[config.mk]
export PLATFORM = sky130hd
export DESIGN_NAME = fetch_queue
export DESIGN_NICKNAME = d
export VERILOG_FILES = /design/src/rtl/fetch_queue.sv
export SDC_FILE = /design/constraint.sdc
export NUM_CORES = 1
export LEC_CHECK = 0
export ABC_CLOCK_PERIOD_IN_PS = 3600
export CORE_AREA = 2 2 208 210
export DETAILED_ROUTE_END_ITERATION = 10
export DIE_AREA = 0 0 210 212
export PLACE_DENSITY = 0.58
export SYNTH_ARGS = -nofsm -noshare
export SYNTH_HDL_FRONTEND = slang
export SYNTH_SLANG_ARGS = --single-unit
[constraint.sdc]
create_clock -name CLK -period 3.6 [get_ports CLK]
set_input_delay 0.72 -clock CLK [delete_from_list [all_inputs] [get_ports CLK]]
set_output_delay 0.72 -clock CLK [all_outputs]
set_load 0.01 [all_outputs]
[src/rtl/fetch_queue.sv]
// fetch_queue: fetch-stage consumer of PC_F. It issues one instruction-memory
// request at a time over a req/ack port and queues {PC, instr} pairs for decode.
// Stall_F holds the PC until a fetch launches. Redirect flushes the queue and
// drops any in-flight wrong-path fetch.
module fetch_queue #(
  parameter int unsigned DEPTH    = 4,
  parameter logic [31:0] RESET_PC = 32'h0000_3000
) (
  input  logic        CLK,
  input  logic        RESET,
  input  logic [31:0] PC_F,
  output logic        Stall_F,
  input  logic        Redirect,
  output logic        IM_Req,
  output logic [31:0] IM_Addr,
  input  logic        IM_Ack,
  input  logic [31:0] IM_RData,
  input  logic        Stall_D,
  output logic        Valid_D,
  output logic [31:0] Instr_D,
  output logic [31:0] PC_D
);

  localparam int unsigned PW = $clog2(DEPTH);
  localparam logic [PW:0] FULL_CNT = (PW+1)'(DEPTH);

  typedef enum logic [1:0] {S_IDLE, S_WAIT, S_DROP} state_t;

  typedef struct packed {
    logic [31:0] pc;
    logic [31:0] instr;
  } entry_t;

  state_t                 state_q, state_d;
  logic                   im_req_q, im_req_d;
  logic [31:0]            addr_q, addr_d;
  logic [PW-1:0]          rd_ptr_q, rd_ptr_d;
  logic [PW-1:0]          wr_ptr_q, wr_ptr_d;
  logic [PW:0]            count_q, count_d;
  entry_t [DEPTH-1:0]     mem_q, mem_d;

  logic full;
  logic issue;
  logic push;
  logic pop;

  // Space is reserved at issue, so a push that follows can never overflow.
  assign full = (count_q == FULL_CNT);

  // FSM state register; reset returns to IDLE, abandoning any outstanding request.
  always_ff @(posedge CLK) begin
    if (!RESET) state_q <= S_IDLE;
    else        state_q <= state_d;
  end

  // FSM next state: one outstanding request; DROP waits out a wrong-path ack.
  always_comb begin
    state_d = state_q;
    unique case (state_q)
      S_IDLE: if (!Redirect && !full) state_d = S_WAIT;
      S_WAIT: begin
        if (IM_Ack)        state_d = S_IDLE;
        else if (Redirect) state_d = S_DROP;
      end
      S_DROP: if (IM_Ack) state_d = S_IDLE;
      default: state_d = S_IDLE;
    endcase
  end

  // FSM outputs: PC release, request launch and queue push decisions.
  always_comb begin
    Stall_F = 1'b1;
    issue   = 1'b0;
    push    = 1'b0;
    unique case (state_q)
      S_IDLE: begin
        issue   = !Redirect && !full;
        Stall_F = !(Redirect || !full);
      end
      S_WAIT: begin
        Stall_F = !Redirect;
        push    = IM_Ack && !Redirect;
      end
      S_DROP: Stall_F = !Redirect;
      default: ;
    endcase
    if (!RESET) begin
      Stall_F = 1'b1;
      issue   = 1'b0;
      push    = 1'b0;
    end
  end

  // Request port and queue next-state; Redirect wins over any push or pop.
  always_comb begin
    pop      = (count_q != '0) && !Stall_D && !Redirect;
    im_req_d = im_req_q;
    addr_d   = addr_q;
    rd_ptr_d = rd_ptr_q;
    wr_ptr_d = wr_ptr_q;
    count_d  = count_q;
    mem_d    = mem_q;

    if (issue) begin
      im_req_d = 1'b1;
      addr_d   = PC_F;
    end else if (state_q != S_IDLE && IM_Ack) begin
      im_req_d = 1'b0;
    end

    if (Redirect) begin
      rd_ptr_d = '0;
      wr_ptr_d = '0;
      count_d  = '0;
    end else begin
      if (push) begin
        mem_d[wr_ptr_q] = '{pc: addr_q, instr: IM_RData};
        wr_ptr_d        = wr_ptr_q + PW'(1);
      end
      if (pop) rd_ptr_d = rd_ptr_q + PW'(1);
      unique case ({push, pop})
        2'b10:   count_d = count_q + (PW+1)'(1);
        2'b01:   count_d = count_q - (PW+1)'(1);
        default: count_d = count_q;
      endcase
    end
  end

  // Datapath registers; storage resets so the empty head shows RESET_PC / 0.
  always_ff @(posedge CLK) begin
    if (!RESET) begin
      im_req_q <= 1'b0;
      addr_q   <= '0;
      rd_ptr_q <= '0;
      wr_ptr_q <= '0;
      count_q  <= '0;
      for (int i = 0; i < DEPTH; i++) mem_q[i] <= '{pc: RESET_PC, instr: 32'h0};
    end else begin
      im_req_q <= im_req_d;
      addr_q   <= addr_d;
      rd_ptr_q <= rd_ptr_d;
      wr_ptr_q <= wr_ptr_d;
      count_q  <= count_d;
      mem_q    <= mem_d;
    end
  end

  assign IM_Req  = im_req_q;
  assign IM_Addr = addr_q;
  assign Valid_D = (count_q != '0);
  assign Instr_D = mem_q[rd_ptr_q].instr;
  assign PC_D    = mem_q[rd_ptr_q].pc;

endmodule

==> out/results.txt <==
The HPWL after detailed placement is 21,500 microns. In this run the worst path has a maximum fanout of 4. Type of the tightest min-delay check: reg2reg. For this run, the number of Yosys warnings is 0. The tools report the largest clock skew in the final design as 11.4 ps. The portion of synthesized area spent on multiplexers is 11.5%. The unique cell type count in the Yosys netlist is 33, and the count of max-cap constraint violations is 0. After clock tree synthesis, the repair step resized 0 gates. The actual slew at the worst max-slew pin is 955 ps. Once the clock tree was built, the setup fixing pass inserted 0 buffers.

Once placement finished, the instance area stood at 14,400 sq um. Summing the areas of all xor and xnor instances in the mapped netlist gives 0.351% of the synthesized area. The minimum clock period is 3340 ps. At the worst endpoint, the required time is 2880 ps. Walking the worst path, the cells encountered are inv_1 -> ha_1 -> nor4bb_1 -> nor2_1 -> o21ai_0 -> clkdlybuf4s50_1. TritonCTS built the clock tree.

The later pin in the worst-skew pair is clocked with a latency of 530 ps. The final max-slew violation count is 0. For the violation count after the first detailed-routing iteration, the log shows 609. For the standby leakage power, the log shows 4.90 nW.

The clock net in this run drives a total of 298 sinks. The multi-input logic area was 5730 sq um. The critical path is of the reg2out type.

The I/O pin total is 168, and the number of port buffers is 167. By area, the combinational part of the netlist is dominated by simple AND/OR/NAND/NOR gates. The tightest hold path in the finished design has a slack of 450 ps. The clock tree synthesis step divided the H-tree into 2 levels. At the worst endpoint, the arrival time is 2620 ps.

The vias per cell is 4.78, and the remaining design rule violation count is 0. Top cell type's share of synthesized area: 47.8%. The tools report the buffer type at the clock tree root as sky130_fd_sc_hd__clkbuf_16. The effective utilization at floorplan was 29.4%; the layout net count was 1,607.

Summing every instance area after synthesis gives 12,500 sq um. Summing all non-filler instances in the final layout gives an area of 15,500 sq um. The total overflow left after global routing is 0. The tools report the startpoint type of the worst setup path as a register.

The via count of the first global-routing pass is 10,100, and the area added between synthesis and finish is 24.2%. The post-route netlist has 13.9% of its cells at a drive strength greater than 1. For the maximum ir drop on the vdd rail, the log shows 0.253 mV. The die is 210 microns wide. Power spread over the standard cell area amounts to 470 nW/um^2. The initial antenna violation count was 1. The synthesized design contains 0 enable-type register cells. Summing internal, switching and leakage power gives 7.29 mW. The area of the die is 44,500 sq um, and the die height is 212 microns. The deepest clock path buffer count came out at 3. The total of fill cells in the finished design was 4,278.

The number of clock buffers added by TritonCTS is 35. The worst setup path is captured at a primary output. The routed wire length per instance was 17.1 microns. Most frequently used flop master after synthesis: sky130_fd_sc_hd__dfxtp_1.

The maximum frequency from static timing analysis is 0.299 GHz, and the worst stage delay on the critical path is 600 ps. The hold violation total from the final report is 0. In the finished design, the share of the clock period the worst path needs comes to 92.8%. Clock-pin slew was measured on the worst setup and hold paths at 60 ps. After synthesis, the share of flip-flops with an asynchronous set or reset is 0%.

After routing, the total negative slack on setup checks comes to 0 ps. At the end of routability-driven placement, the weighted congestion stood at 0.723. The largest individual stage delay along the critical path comes from the cell sky130_fd_sc_hd__clkdlybuf4s50_1. Summing the areas of all fa, ha and maj instances in the mapped netlist gives 1.06% of the synthesized area. The gate count after technology mapping was 1,403; the core area was 42,500 sq um. Total via count after detailed routing: 10,000.

The number of hold buffers added after CTS was 0. The sequential cell area was 5970 sq um. Setup violations remaining at the end of the flow were counted as 0.

Setup repair after global routing left no endpoint under its margin. The synthesized netlist devotes 19.1% of its cell area to simple gates. The first detailed-routing pass took 4 iterations. The number of nets handed over by synthesis was 1,482. The synthesized netlist devotes 13.7% of its cell area to compound gates. The cell taking the most area after synthesis was sky130_fd_sc_hd__dfxtp_1. Tightest slew margin relative to the limit: 36.3%. The run finished with clean final reports. In this run, synthesis produced a sequential element count of 298. The overall track demand over capacity in global routing is 16.3%, and the global-route wire length before repair is 56,700 microns. Number of nets with antenna violations after detailed routing: 0. Row generation in the floorplan step produced 76 rows. The pin count of the biggest net entering global routing is 74. The number of antenna diodes in the final layout is 0.

By area the synthesized netlist is led by sky130_fd_sc_hd__dfxtp_1 48%, sky130_fd_sc_hd__nand2_1 17%, sky130_fd_sc_hd__mux4_2 12%, sky130_fd_sc_hd__a21oi_1 7.7%, sky130_fd_sc_hd__a21oi_2 4.2%. A synthesized cell averages 8.90 sq um. For the post-synthesis sequential area ratio, the log shows 47.8%.

After detailed routing, the total wire length is 35,900 microns.
==> final timing paths <==
check                          start                       to  slack (ps)  depth (start not counted)
max          state_q[0]$_SDFFE_PN0P_                  Stall_F         260                          6
min           mem_q[99]$_SDFFE_PN0P_   mem_q[99]$_SDFFE_PN0P_         450                          2
max reg2reg  state_q[1]$_SDFFE_PN0P_  count_q[2]$_SDFFE_PP0P_        1210                         10
min reg2reg   mem_q[99]$_SDFFE_PN0P_   mem_q[99]$_SDFFE_PN0P_         450                          2
==> power breakdown <==
part / switching [mW] / internal [mW] / total, mW
Sequential: 0.0618 / 3.34 / 3.40
Clock: 1.38 / 2.12 / 3.50
Combinational: 0.201 / 0.182 / 0.383
==> cells in the final DEF, fill, tap and decap left out, drive strengths merged, types with 2 or more instances in the layout <==
master,netlist,layout
nand2,584,584
dfxtp,298,298
a21oi,253,253
clkdlybuf4s50,0,166
mux4,64,64
clkbuf,33,53
o21ai,34,34
buf,74,29
nor2,11,11
inv,10,11
nand3,10,10
ha,9,9
and2,5,5
xor2,3,3
clkinv,0,3
or3,2,2
a211oi,2,2
xnor2,2,2
a31o,2,2
bufinv,0,2
==> per-stage QoR <==
step,setup slack [ps],utilization [%],instances
after floorplan,1130,-,1403
after global placement,492,33.9,2037
after detailed placement,547,33.9,2037
after CTS,251,36.5,2096
after global routing,51.3,36.5,2096
final,261,36.5,2096
==> final cells by class <==
cell class              count  area share [%]
flip-flops and latches    298            38.5
multi-input cells         988            36.9
repair buffers            195            12.7
clock buffers              53            6.68
well taps                 546            4.40
clock inverters             6           0.540
inverters                  10           0.290
==> cells by family (layout without fill, tap and decap cells) <==
kind of cell    after synthesis  in the layout
simple gates                616            616
fa+ha+maj                    10             10
mux                          64             64
compound gates              293            293
flops                       298            298
xor+xnor                      5              5
buf+inv                     117            264
==> Yosys cell counts, types with 9 or more instances <==
master / number
sky130_fd_sc_hd__nand2_1: 580
sky130_fd_sc_hd__dfxtp_1: 298
sky130_fd_sc_hd__a21oi_1: 193
sky130_fd_sc_hd__mux4_2: 64
sky130_fd_sc_hd__a21oi_2: 60
sky130_fd_sc_hd__buf_2: 37
sky130_fd_sc_hd__clkbuf_1: 33
sky130_fd_sc_hd__o21ai_1: 22
sky130_fd_sc_hd__buf_6: 12
sky130_fd_sc_hd__buf_8: 12
sky130_fd_sc_hd__o21ai_0: 12
sky130_fd_sc_hd__nor2_1: 11
sky130_fd_sc_hd__nand3_1: 10
sky130_fd_sc_hd__buf_4: 9
sky130_fd_sc_hd__ha_1: 9
sky130_fd_sc_hd__inv_1: 9
==> critical path: cells and delay by family (launching register included) <==
kind / cells / cell delay (ps)
buf+inv: 2 / 690
simple gates: 2 / 600
flops: 1 / 340
compound gates: 1 / 260
fa+ha+maj: 1 / 190
==> state kept, by name, summed over array words and instances (netlist names) <==
| name | flops |
|---|---|
| IM_Addr | 32 |
| IM_Req | 1 |
| count_q | 3 |
| rd_ptr_q | 2 |
| state_q | 2 |
| wr_ptr_q | 2 |
| mem_q | 256 |
==> routing by layer <==
layer  vias up  global-route usage, %  routed length (microns)
met5         -                      0                        9
met4         2                   4.65                      625
met3        49                   3.68                     1970
met2       204                   26.7                    17200
met1      4863                   21.5                    16100
li1       4906                      -                        -
Note: power is estimated with default switching activity, not from simulation.
==> patch: new RTL, same settings <==
Change the parameter `RESET_PC` from 32'h0000_3000 to 32'h00002000.
--- a/src/rtl/fetch_queue.sv
+++ b/src/rtl/fetch_queue.sv
@@ -4,7 +4,7 @@
 // drops any in-flight wrong-path fetch.
 module fetch_queue #(
   parameter int unsigned DEPTH    = 4,
-  parameter logic [31:0] RESET_PC = 32'h0000_3000
+  parameter logic [31:0] RESET_PC = 32'h00002000
 ) (
   input  logic        CLK,
   input  logic        RESET,
Function: changed (a bounded check fails within 4 cycles, from zero or initial values and one cycle with RESET low).
==> patch against the original RTL <==
Sequential cell count is the same. Routed wire length down 3.2%. Cell area fell by 0.76%. Synthesized area shrank 1.6%. Largest cell class unchanged. Setup slack gained 45 ps. Power rose by 0.93%.
==> patch: results (changes against the original RTL) <==
[status]
outcome=completed  ; unchanged

[logic_synthesis]
synth.distinct_cells=31  ; was 33
ys_seq_area_frac=0.4856  ; was 0.4777
synthTopCellsByArea=dfxtp_1 (49%), nand2_1 (18%), mux4_2 (12%), a21oi_1 (9.7%), buf_6 (2.9%)  ; was dfxtp_1 (48%), nand2_1 (17%), mux4_2 (12%), a21oi_1 (7.7%), a21oi_2 (4.2%)

[placement]
placedInstanceArea_mm2=0.01424  ; was 0.01439 mm2
pre_cts_ws_ps=557.8  ; was 546.8 ps
place_inst=2030  ; was 2037

[sta]
fin_skew_ps=15.43  ; was 11.44 ps
worst_hold_slack_ps=451.0  ; was 449.6 ps
fin_ws_ps=305.7  ; was 261.0 ps
drv_slew=0  ; unchanged
worst_slew_pin_slew_ps=942.5  ; was 955.5 ps

[grt]
grt.total_usage=0.1547  ; was 0.1628
use_met1=0.2073  ; was 0.2153
grt_pass1_wl_um=54440  ; was 56660 um
use_met2=0.2556  ; was 0.2672

[power_and_ir_drop]
p_leak_nw=4.882  ; was 4.902 nW
max-vdd-ir-drop_v=0.0002462  ; was 0.0002526 V

[worst_setup_path]
crit_start=rd_ptr_q[1]$_SDFFE_PP0P_  ; was state_q[0]$_SDFFE_PN0P_
worstPathMaxFanout=28  ; was 4
cp-endpoint=PC_D[11]  ; was Stall_F
crit_slowest_cell=dfxtp_4  ; was clkdlybuf4s50_1
cpPeakStageDelay_ps=620  ; was 600 ps
critPathArrivalTime_ps=2570  ; was 2620 ps

[final_layout]
drive_above_1_share=0.1108  ; was 0.1387
post_layout_nonfiller_instances=2091  ; was 2096
fin_nets=1600  ; was 1607

[route]
first_pass_iters=5  ; was 4
wl_per_cell_um=16.63  ; was 17.15 um
route.vias.total=9959  ; was 10.02k

[min_path]
min_to=mem_q[231]$_SDFFE_PN0P_  ; was mem_q[99]$_SDFFE_PN0P_
hold_path_startpoint=mem_q[231]$_SDFFE_PN0P_  ; was mem_q[99]$_SDFFE_PN0P_

[patch: cell count changes in the layout (fill, tap and decap cells not counted), moves of 2 or more]
cell,unedited run,this run
a21oi_1,193,238
a21oi_2,60,19
buf_12,7,11
buf_4,21,10
clkbuf_1,11,7
clkinv_1,0,2
clkinvlp_4,0,2
nand3_1,10,6
[patch: critical path, delay by kind of cell (launching register included)]
family / cells / cell delay, ps
buffers and inverters: 2 / 840
DFF: 1 / 620
muxes: 1 / 580
[patch: power by group]
| group | leakage, nW | switching, mW | internal (mW) |
|---|---|---|---|
| Combinational | 1.91 | 0.193 | 0.183 |
| Sequential | 2.41 | 0.0657 | 3.34 |
| Clock | 0.562 | 1.39 | 2.19 |
[patch: kinds of logic (layout without fill, tap and decap cells)]
group / count (synthesis) / in the layout / share of synthesized area
buffers and inverters: 117 / 258 / 0.06152
DFF: 298 / 298 / 0.4856
xor gates and xnor gates: 5 / 5 / 0.003566
and+or+nand+nor: 612 / 612 / 0.1923
adders and majority gates: 10 / 10 / 0.01080
other: 0 / 1 / 0
muxes: 64 / 64 / 0.1173
AOI/OAI and AO/OA: 297 / 297 / 0.1288
[patch: area by class of cell]
cell class | instances | area, um2
tap | 546 | 683.2
multi-input combinational | 988 | 5574
sequential | 298 | 5973
clock inverter | 11 | 132.6
antenna | 1 | 2.502
inverter | 10 | 45.04
fill | 4256 | 27110
timing repair buffer | 188 | 1962
clock buffer | 49 | 1021
[patch: routing by layer]
layer | routed length [um] | share of wire
met1 | 16230 | 0.47
met2 | 16030 | 0.46
met3 | 2001 | 0.058
met4 | 515 | 0.015
met5 | 0 | 0
